$ cat src/rtl/buzzer_arbiter.sv
// Fixed-priority buzzer arbiter for the keypad lock: latches request pulses,
// picks err > ok > key, and plays a square-wave tone pattern for a set length.
module buzzer_arbiter #(
  parameter int unsigned KEY_HALF = 50000,
  parameter int unsigned KEY_LEN  = 10000000,
  parameter int unsigned OK_HALF  = 25000,
  parameter int unsigned OK_LEN   = 30000000,
  parameter int unsigned ERR_HALF = 100000,
  parameter int unsigned ERR_GAP0 = 5000000,
  parameter int unsigned ERR_GAP1 = 10000000,
  parameter int unsigned ERR_LEN  = 15000000,
  parameter int unsigned CW       = 32
) (
  input  logic       clk,
  input  logic       rst_n,
  input  logic       req_key,
  input  logic       req_ok,
  input  logic       req_err,
  input  logic       mute,
  output logic       buzzer,
  output logic       busy,
  output logic [1:0] active_id,
  output logic       done
);

  localparam logic [0:0] S_IDLE = 1'b0;
  localparam logic [0:0] S_PLAY = 1'b1;

  localparam logic [CW-1:0] KEY_HALF_M1 = CW'(KEY_HALF - 1);
  localparam logic [CW-1:0] OK_HALF_M1  = CW'(OK_HALF - 1);
  localparam logic [CW-1:0] ERR_HALF_M1 = CW'(ERR_HALF - 1);
  localparam logic [CW-1:0] KEY_LEN_M1  = CW'(KEY_LEN - 1);
  localparam logic [CW-1:0] OK_LEN_M1   = CW'(OK_LEN - 1);
  localparam logic [CW-1:0] ERR_LEN_M1  = CW'(ERR_LEN - 1);
  localparam logic [CW-1:0] GAP_LO      = CW'(ERR_GAP0);
  localparam logic [CW-1:0] GAP_HI      = CW'(ERR_GAP1);
  localparam logic [CW-1:0] CNT_ONE     = CW'(1);

  logic [0:0]    state_q, state_d;
  logic [1:0]    id_q, id_d;
  logic [CW-1:0] dur_q, dur_d;
  logic [CW-1:0] half_q, half_d;
  logic          tone_q, tone_d;
  logic          buzzer_q, buzzer_d;
  logic          done_q, done_d;
  logic [1:0]    req_id;
  logic          last, start, gap_d;

  function automatic logic [CW-1:0] len_m1(input logic [1:0] id);
    case (id)
      2'd1:    len_m1 = KEY_LEN_M1;
      2'd2:    len_m1 = OK_LEN_M1;
      2'd3:    len_m1 = ERR_LEN_M1;
      default: len_m1 = '0;
    endcase
  endfunction

  function automatic logic [CW-1:0] half_m1(input logic [1:0] id);
    case (id)
      2'd1:    half_m1 = KEY_HALF_M1;
      2'd2:    half_m1 = OK_HALF_M1;
      2'd3:    half_m1 = ERR_HALF_M1;
      default: half_m1 = '0;
    endcase
  endfunction

  always_comb begin
    req_id = 2'd0;
    if (req_err)      req_id = 2'd3;
    else if (req_ok)  req_id = 2'd2;
    else if (req_key) req_id = 2'd1;

    last  = (state_q == S_PLAY) && (dur_q == len_m1(id_q));
    // The ending pattern no longer blocks anything, so any request restarts on its last cycle.
    start = (req_id != 2'd0) && ((state_q == S_IDLE) || last || (req_id >= id_q));

    state_d = state_q;
    id_d    = id_q;
    dur_d   = dur_q;
    half_d  = half_q;
    tone_d  = tone_q;

    if (start) begin
      state_d = S_PLAY;
      id_d    = req_id;
      dur_d   = '0;
      half_d  = '0;
      tone_d  = 1'b1;
    end else if (state_q == S_PLAY) begin
      if (last) begin
        state_d = S_IDLE;
        id_d    = 2'd0;
        dur_d   = '0;
        half_d  = '0;
        tone_d  = 1'b0;
      end else begin
        dur_d = dur_q + CNT_ONE;
        if (half_q == half_m1(id_q)) begin
          half_d = '0;
          tone_d = ~tone_q;
        end else begin
          half_d = half_q + CNT_ONE;
        end
      end
    end

    // Outputs are computed from next state so they line up with the counters they describe.
    gap_d    = (id_d == 2'd3) && (dur_d >= GAP_LO) && (dur_d < GAP_HI);
    done_d   = (state_d == S_PLAY) && (dur_d == len_m1(id_d));
    buzzer_d = (state_d == S_PLAY) && tone_d && !mute && !gap_d;
  end

  always_ff @(posedge clk) begin
    if (!rst_n) begin
      state_q  <= S_IDLE;
      id_q     <= 2'd0;
      dur_q    <= '0;
      half_q   <= '0;
      tone_q   <= 1'b0;
      buzzer_q <= 1'b0;
      done_q   <= 1'b0;
    end else begin
      state_q  <= state_d;
      id_q     <= id_d;
      dur_q    <= dur_d;
      half_q   <= half_d;
      tone_q   <= tone_d;
      buzzer_q <= buzzer_d;
      done_q   <= done_d;
    end
  end

  assign buzzer    = buzzer_q;
  assign busy      = (state_q == S_PLAY);
  assign active_id = id_q;
  assign done      = done_q;

endmodule

$ cat config.mk
export PLATFORM = sky130hd
export DESIGN_NAME = buzzer_arbiter
export DESIGN_NICKNAME = d
export VERILOG_FILES = /design/src/rtl/buzzer_arbiter.sv
export SDC_FILE = /design/constraint.sdc
export NUM_CORES = 1
export LEC_CHECK = 0
export CORE_ASPECT_RATIO = 1.1
export CORE_MARGIN = 10
export CORE_UTILIZATION = 55
export DETAILED_ROUTE_END_ITERATION = 16
export GPL_ROUTABILITY_DRIVEN = 0
export PLACE_DENSITY = 0.82
export SLEW_MARGIN = 10
export SYNTH_ARGS = -nofsm -noshare
export SYNTH_HDL_FRONTEND = slang
export SYNTH_SLANG_ARGS = --single-unit
$ cat constraint.sdc
create_clock -name clk -period 8.65 [get_ports clk]
set_input_delay 2.1625 -clock clk [delete_from_list [all_inputs] [get_ports clk]]
set_output_delay 2.1625 -clock clk [all_outputs]
set_load 0.1 [all_outputs]
==> impl_results.md, run 1 <==
* First-pass GRT wire length at 20700 um
* DIE AREA at 12800 um2
* Synth Area in Compound Gates at 18.2%
* DRT Wirelength at 12500 um
* # diodes at 0
* DRT iter0 DRCs at 572
* CP cell instances: clkdlybuf4s50_1 > inv_1 > a21oi_1 > ha_1 > nand2b_1 > a211o_1 > nand2_1 > nand2_4 > o21ai_0 > ha_1 > or3b_1 > or4_1 > nand3_1 > nand4_1 > nor4_1
* Buffer and inverter count on the worst path at 2
* Ports at 11
* Placed insts at 700
* Vias in the first global route at 4246
* DR vias at 4707
* Post-synthesis average cell area at 7.88 um2
* Vias per std cell at 6.58
* Setup TNS at 0 ns
* Kind of critical path: input pin to flop
* Post-synthesis mux area share at 0.210%
* Non-Filler Instances at 715
* Gate Count Post-Synth at 604
* Antenna violations before repair at 0
* Fin. Hold Viols at 0
* CTS-repair resized insts at 0
* Synth Area in Simple Gates at 38.1%
* First drt pass iteration count at 5
* Worst hold slack at 0.501 ns
* Slew Limit Fails at 0
* Hold-fix buffers, CTS at 0
* Largest net degree at the start of global routing at 52
* Total Power Consumption at 0.000703 W
* Crit end category: flop
* Largest family of logic cells by synthesized area: simple AND/OR/NAND/NOR gates
* Total CTS buffers at 9
* Reg clk slew, reported paths at 0.08 ns
* Post-CTS Setup Inserts at 0
* Final #Nets at 618
* VDD IR max at 86.5 uV
* Worst-skew pair later-pin latency at 0.36 ns
* Synth Area in Adders at 3.15%
* Hold Path Class: flop to flop
* Setup Skew at 0.0185 ns
* Most used cell, CP: ha_1
* Post-synth top flop: dfxtp_1
* Share of flip-flops with an asynchronous set or reset at 0%
* Yosys cell types at 82
* Dpl hpwl at 8990 um
* H-tree depth at 3
* P&R area growth vs syn at 6.54%
* Layout cell share with drive strength beyond 1 at 8.61%
* Max stage delay cell, worst path: clkdlybuf4s50_1
* Synthesized net count at 622
* Final Critical Period at 5.54 ns
* Required time of the critical path at 8.91 ns
* Maximum root-to-sink buffer count at 2
* Startpoint Class: input pin
* Outcome: finished clean
* Final worst-path cycle share at 64.1%
* Crit path max-delay family: simple AND/OR/NAND/NOR gates
* RSZ-0062 raised after global routing: false
* Relative max-transition margin at 32.0%
* Final ANT Viol Nets at 0
* Rows at 35
* Max frequency at 180 MHz
* Slew @ Worst Pin at 1.02 ns
* Post-Syn Area at 4760 um2
* Number of synthesized flops with an enable pin at 0
* Register area share after synthesis at 29.4%
* Final setup viols at 0
* PortBufs at 10
* Wire per inst at 17.5 um
* Core area at 8410 um2
* Leak pwr at 1.67 nW
* Arrival time worst endpoint at 5.80 ns
* Sink Count at 70
* Max Cap Viol at 0
* Die Y at 118 um
* Total track usage at 19.5%
* Drt drc at 0
* Die span in x at 109 um
* Clock root cell: clkbuf_8
* CP max FO at 8
* Synth warn at 0
* Register bit total from synthesis at 70
* Slowest cell delay on critical path at 0.49 ns
* GR Overflow Total at 0
* TritonCTS clock tree: yes
* Initial Utilization at 56.6%
* Power density over cell area at 139 nW/um2
* Synth Area in XOR/XNOR at 6.96%
==> stage by stage <==
stage / worst slack [ns] / utilization [%] / instance area (um2)
2_1_floorplan: 3.66 / - / 4760
3_3_place_gp: 2.97 / 58.1 / 4880
3_5_place_dp: 2.79 / 58.1 / 4880
4_1_cts: 3.14 / 60.3 / 5070
5_1_grt: 2.81 / 60.3 / 5070
6_report: 3.11 / 60.3 / 5070
==> per-layer routing <==
metal	share of wire [%]	track usage [%]	wire length (um)	vias up
li1	-	-	-	2248
met1	44	26.1	5530	2213
met2	45	29.0	5670	216
met3	7.4	4.22	924	30
met4	2.9	8.25	361	0
met5	0	0	0	-
==> cells in the mapped netlist, types with 4 or more instances <==
cell	instances	area (um2)
and4_1	6	52.6
xnor2_1	18	158
xor2_1	18	158
or2_2	5	31.3
or3_1	6	37.5
nor4_1	17	106
nand4b_1	4	35.0
nand4_1	17	106
a311oi_1	4	35.0
and3_1	15	93.8
a21oi_1	35	175
nand3_1	28	140
buf_2	12	60.1
nor4_2	6	75.1
o21ai_0	38	190
nor3_1	23	115
a31oi_1	8	50.1
inv_1	13	48.8
nor3b_1	9	67.6
nand2_1	42	158
or4_1	10	75.1
dfxtp_1	70	1400
nor2_1	84	315
o31ai_1	4	30.0
clkbuf_1	12	45.0
ha_1	12	150
==> flip-flops by register name (all words and copies together), names as in the netlist <==
name       cells
dur_q         32
half_q        32
active_id      2
busy           1
buzzer         1
done           1
tone_q         1
==> final cells by class <==
class,count,area (um2)
timing repair buffer,13,123
inverter,13,48.8
fill,758,3340
tap,111,139
clock buffer,11,141
multi-input combinational,493,3170
clock inverter,4,47.5
sequential,70,1400
==> power by group <==
group,switching (W),leakage [nW],internal [W],total [W]
Combinational,0.0000749,1.00,0.0000366,0.000112
Clock,0.000125,0.0952,0.000139,0.000264
Sequential,0.00000343,0.565,0.000325,0.000328
==> placed cells by master, fill, tap and decap left out, drive strengths merged, types with 7 or more instances in the layout <==
master	Yosys	routed
o21ai	39	39
nor3b	9	9
a21oi	35	35
xnor2	19	19
nand4	21	21
inv	13	13
or3	7	7
nor2	84	84
nand3	32	32
xor2	18	18
and3	15	15
and4	7	7
nor4	26	26
ha	12	12
a31oi	8	8
or4	11	11
dfxtp	70	70
clkdlybuf4s50	0	10
nor3	25	25
clkbuf	12	11
nand2	44	44
==> worst min-delay path, stage by stage, from the launching register on <==
cell	delay, ns
dfxtp_1	0.33
o21ai_0	0.07
a21oi_1	0.06
==> worst paths after layout <==
path	cells after the start	end	startpoint	slack, ns
max reg2reg	14	done$_SDFF_PN0_	active_id[0]$_SDFF_PN0_	4.23
min	2	half_q[31]$_SDFFE_PP0P_	half_q[31]$_SDFFE_PP0P_	0.50
max	15	done$_SDFF_PN0_	req_ok	3.11
min reg2reg	2	half_q[31]$_SDFFE_PP0P_	half_q[31]$_SDFFE_PP0P_	0.50
==> kinds of logic (layout without fill, tap and decap cells) <==
family / count (synthesis) / after routing
xor+xnor: 37 / 37
mux: 1 / 1
compound gates: 133 / 133
fa+ha+maj: 12 / 12
buf+inv: 41 / 41
flops: 70 / 70
simple gates: 310 / 310
(Power assumes the default switching activity.)
==> run 2, diff against run 1 <==
Clock period 8.65 ns to 5.8 ns, I/O delays scaled along.
==> impl_results.md, run 2 (same netlist as run 1, synthesis figures left out) <==
* Final Critical Period at 4.87 ns
* Sink Count at 70 (unchanged)
* Drt drc at 0 (unchanged)
* P&R area growth vs syn at 6.96%
* Die span in x at 109 um (unchanged)
* Hold Path Class: flop to flop
* Rows at 35 (unchanged)
* Core area at 8410 um2 (unchanged)
* Final instance area at 5090 um2 (+0.39%)
* TritonCTS clock tree: yes
* Relative max-transition margin at 32.4% (+0.36 points)
* Max Cap Viol at 0 (unchanged)
* Fin. Hold Viols at 0 (unchanged)
* DRT iter0 DRCs at 465 (-19%)
* Sequential cell area at 1400 um2 (unchanged)
* NetSw at 0.000324 W (+59%)
* GR Overflow Total at 0 (unchanged)
* Worst hold slack at 0.505 ns (+0.00434 ns)
* Required time of the critical path at 6.06 ns (-2.85 ns)
* Slew @ Worst Pin at 1.01 ns (-0.00540 ns)
* Largest net degree at the start of global routing at 52 (unchanged)
* Seq pwr share at 45.2% (-1.4 points)
* Dpl hpwl at 9170 um (+2.1%)
* Vias per std cell at 6.69 (+1.7%)
* DRT Wirelength at 12700 um (+2.0%)
* Post-CTS Setup Inserts at 0 (unchanged)
* Setup TNS at 0 ns (unchanged)
* Clock root cell: clkbuf_8
* Startpoint Class: input pin
* VDD IR max at 86.0 uV (-0.62%)
* DR vias at 4793 (+1.8%)
* Worst-skew pair later-pin latency at 0.36 ns (about the same)
* PortBufs at 10 (unchanged)
* Final worst-path cycle share at 83.9%
* Worst setup path start: req_ok
* Placed Instance Area at 4880 um2 (unchanged)
* CTS-repair resized insts at 0 (unchanged)
* DIE AREA at 12800 um2 (unchanged)
* Final setup viols at 0 (unchanged)
* Total CTS buffers at 9 (unchanged)
* Final ANT Viol Nets at 0 (unchanged)
* Slew Limit Fails at 0 (unchanged)
* Most common cell after layout, fill and taps aside: nor2_1
* Power density over cell area at 213 nW/um2 (+54%)
* Maximum root-to-sink buffer count at 2 (unchanged)
* Reg clk slew, reported paths at 0.08 ns (about the same)
* Hold Startpoint: half_q[31]$_SDFFE_PP0P_
* Reg-to-reg slack, setup at 1.31 ns (-2.92 ns)
* Initial Utilization at 56.6% (unchanged)
* CP max FO at 8 (unchanged)
* Kind of critical path: input pin to flop
* Wire per inst at 17.8 um (+1.9%)
* Vias in the first global route at 4237 (-0.21%)
* Setup Skew at 0.0139 ns (-0.00460 ns)
* Hold-fix buffers, CTS at 0 (unchanged)
* Internal power at 0.000762 W (+53%)
* Layout cell share with drive strength beyond 1 at 8.76% (+0.15 points)
* Total track usage at 19.5% (+0.096 points)
* Worst r2r src: active_id[0]$_SDFF_PN0_
* Most frequent cells in the layout: nor2_1 (84), dfxtp_1 (70), nand2_1 (42)
* Crit end category: flop
* Final #Nets at 618 (unchanged)
* # diodes at 0 (unchanged)
* Antenna violations before repair at 0 (unchanged)
* First drt pass iteration count at 5 (unchanged)
* Outcome: finished clean
* Area occupied by multi-input gates at 3170 um2 (unchanged)
* Leak pwr at 1.67 nW (+0.24%)
* First-pass GRT wire length at 20800 um (+0.50%)
* RSZ-0062 raised after global routing: false
* H-tree depth at 3 (unchanged)
* Filler instances at 763 (+0.66%)
* Die Y at 118 um (unchanged)
* Sw Share at 29.8% (+0.90 points)
* Non-Filler Instances at 716 (+0.14%)
* Comb power frac at 15.2% (-0.7 points)
* Placed insts at 700 (unchanged)
* Clock share of power at 39.5% (+2.0 points)
* Ports at 11 (unchanged)
* Max frequency at 205 MHz
* Arrival time worst endpoint at 5.13 ns (-0.67 ns)
-- run 2: power by group through the flow --
stage                     clock [W]  combinational (W)  sequential (W)
after floorplan                   0           0.000112        0.000515
after global placement            0           0.000156        0.000502
after detailed placement          0           0.000161        0.000503
after CTS                  0.000430           0.000162        0.000491
after global routing       0.000452           0.000179        0.000493
final                      0.000429           0.000166        0.000492
-- run 2: worst paths after layout --
kind | to | cells past startpoint
worst max-delay path | done$_SDFF_PN0_ | 15
worst min-delay path | half_q[31]$_SDFFE_PP0P_ | 2
worst max register to register | done$_SDFF_PN0_ | 15
worst min register to register | half_q[31]$_SDFFE_PP0P_ | 2
-- run 2: layout make-up --
class,instances,share of cell area [%]
multi-input combinational,493,62.3
timing repair buffer,13,2.41
inverter,13,0.958
sequential,70,27.5
tap,111,2.73
clock inverter,4,1.06
clock buffer,12,3.05
-- run 2: worst max-delay path: stages --
cell	delay, ns
clkdlybuf4s50_1	0.49
inv_1	0.05
a21oi_1	0.21
ha_1	0.26
nand2b_1	0.14
a211o_1	0.34
nand2_1	0.15
nand2_4	0.10
o21ai_0	0.33
ha_1	0.39
or3b_1	0.37
or4_1	0.41
nand3_1	0.09
nand4_1	0.13
nor4_1	0.23
-- run 2: per-layer routing --
layer  track usage [%]  vias to the layer above  routed length (um)
met5                 0                        -                   0
met4              8.17                        0                 357
met3              4.49                       39                1020
met2              29.3                      201                5770
met1              26.0                     2300                5590
li1                  -                     2253                   -
-- run 2: stage by stage --
step	setup slack [ns]	power (W)	util (%)
6_report	0.932	0.00109	60.6
5_1_grt	0.697	0.00112	60.6
4_1_cts	0.979	0.00108	60.6
3_5_place_dp	0.621	0.000664	58.1
3_3_place_gp	0.831	0.000659	58.1
2_1_floorplan	1.22	0.000628	-
==> run 3, diff against run 2 <==
Settings changed: PLACE_DENSITY 0.82 to 0.85.
Clock period 5.8 ns to 4.4 ns, I/O delays scaled along.
==> impl_results.md, run 3 (same netlist as run 1, synthesis figures left out) <==
* Vias in the first global route at 4508 (+6.4%)
* Relative max-transition margin at 35.0% (+2.6 points)
* Reg clk slew, reported paths at 0.08 ns (about the same)
* Slew Limit Fails at 0 (unchanged)
* DRT Wirelength at 12700 um (-0.55%)
* First-pass GRT wire length at 21200 um (+2.1%)
* Setup Skew at 0.0141 ns (+0.000242 ns)
* DRT iter0 DRCs at 354 (-24%)
* Fin. Hold Viols at 0 (unchanged)
* Most common cell after layout, fill and taps aside: nor2_1
* PortBufs at 10 (unchanged)
* Max frequency at 237 MHz
* P&R area growth vs syn at 9.49%
* Antenna violations before repair at 0 (unchanged)
* Arrival time worst endpoint at 4.49 ns (-0.64 ns)
* Final Critical Period at 4.22 ns
* Hold Path Class: flop to flop
* Largest net degree at the start of global routing at 52 (unchanged)
* Core area at 8410 um2 (unchanged)
* Kind of critical path: input pin to flop
* Max Cap Viol at 0 (unchanged)
* Vias per std cell at 6.67 (-0.40%)
* Placed insts at 710 (+1.4%)
* Maximum root-to-sink buffer count at 2 (unchanged)
* Worst-skew pair later-pin latency at 0.35 ns (about the same)
* Drt drc at 0 (unchanged)
* Final ANT Viol Nets at 0 (unchanged)
* Final worst-path cycle share at 95.9%
* Wire per inst at 17.5 um (-1.8%)
* Initial Utilization at 56.6% (unchanged)
* DR vias at 4834 (+0.86%)
* Finished Core Util at 62.0% (+1.4 points)
* Leak pwr at 1.74 nW (+4.0%)
* Hold-fix buffers, CTS at 0 (unchanged)
* TritonCTS clock tree: yes
* DIE AREA at 12800 um2 (unchanged)
* # diodes at 0 (unchanged)
* Total Power Consumption at 0.00151 W (+39%)
* Filler instances at 743 (-2.6%)
* Setup TNS at 0 ns (unchanged)
* Slew @ Worst Pin at 0.971 ns (-0.0394 ns)
* Final #Nets at 628 (+1.6%)
* Sink Count at 70 (unchanged)
* Total track usage at 19.7% (+0.13 points)
* Startpoint Class: input pin
* Dpl hpwl at 8940 um (-2.5%)
* VDD IR max at 171 uV (+98%)
* Clock root cell: clkbuf_8
* Total CTS buffers at 9 (unchanged)
* First drt pass iteration count at 5 (unchanged)
* Die Y at 118 um (unchanged)
* Power density over cell area at 290 nW/um2 (+36%)
* Dpl ws at -0.202 ns (-0.823 ns)
* Rows at 35 (unchanged)
* Most frequent cells in the layout: nor2_1 (84), dfxtp_1 (68), nand2_1 (41)
* Ports at 11 (unchanged)
* Outcome: finished clean
* Required time of the critical path at 4.67 ns (-1.39 ns)
* Crit end category: flop
* Layout cell share with drive strength beyond 1 at 11.4% (+2.6 points)
* H-tree depth at 3 (unchanged)
* Final setup viols at 0 (unchanged)
* Non-Filler Instances at 725 (+1.3%)
* CP max FO at 5 (-3)
* Die span in x at 109 um (unchanged)
* GR Overflow Total at 0 (unchanged)
* Setup WS post-layout at 0.178 ns (-0.754 ns)
run 3: what timing repair did:
item	CTS	global route
setup endpoints to repair	0	1
buffers inserted	0	0
resized for setup	0	5
run 3: layout make-up:
cell class	instances	area [um2]	area share (%)
Inverter	13	48.8	0.936
Sequential cell	70	1400	26.9
Clock buffer	9	124	2.38
Tap cell	111	139	2.66
Multi-Input combinational cell	493	3190	61.2
Timing Repair Buffer	23	195	3.74
Clock inverter	6	111	2.14
run 3: through the flow:
stage,area (um2),hold slack [ns]
after global routing,5210,0.558
after floorplan,4760,0.457
after CTS,5190,0.517
after global placement,4960,0.479
final,5210,0.522
after detailed placement,4960,0.504
run 3: worst max-delay path, cell delays in order:
cell             delay [ns]
clkdlybuf4s50_1        0.49
inv_1                  0.06
a21oi_2                0.16
ha_1                   0.25
nand2b_1               0.14
a211o_1                0.35
nand2_2                0.12
nand2_4                0.06
o22ai_1                0.17
buf_4                  0.15
ha_1                   0.17
or3b_1                 0.35
or4_1                  0.42
nand3_1                0.09
nand4_1                0.12
nor4_2                 0.28
run 3: where the power goes:
part | internal (W) | leakage (nW) | switching (W)
Combinational | 0.0000852 | 1.05 | 0.000155
Clock | 0.000373 | 0.115 | 0.000250
Sequential | 0.000638 | 0.566 | 0.00000929
run 3: worst paths after layout:
path / startpoint / end / slack [ns] / depth (start not counted)
hold / removal: half_q[12]$_SDFFE_PP0P_ / half_q[12]$_SDFFE_PP0P_ / 0.52 / 1
hold reg to reg: half_q[12]$_SDFFE_PP0P_ / half_q[12]$_SDFFE_PP0P_ / 0.52 / 1
setup reg to reg: active_id[0]$_SDFF_PN0_ / done$_SDFF_PN0_ / 0.32 / 15
setup / recovery: req_ok / done$_SDFF_PN0_ / 0.18 / 16
run 3: routing by layer:
layer	global-route usage, %	part of all wire (%)
met1	23.4	41
met2	32.3	48
met3	3.67	5.9
met4	10.4	4.5
met5	0	0
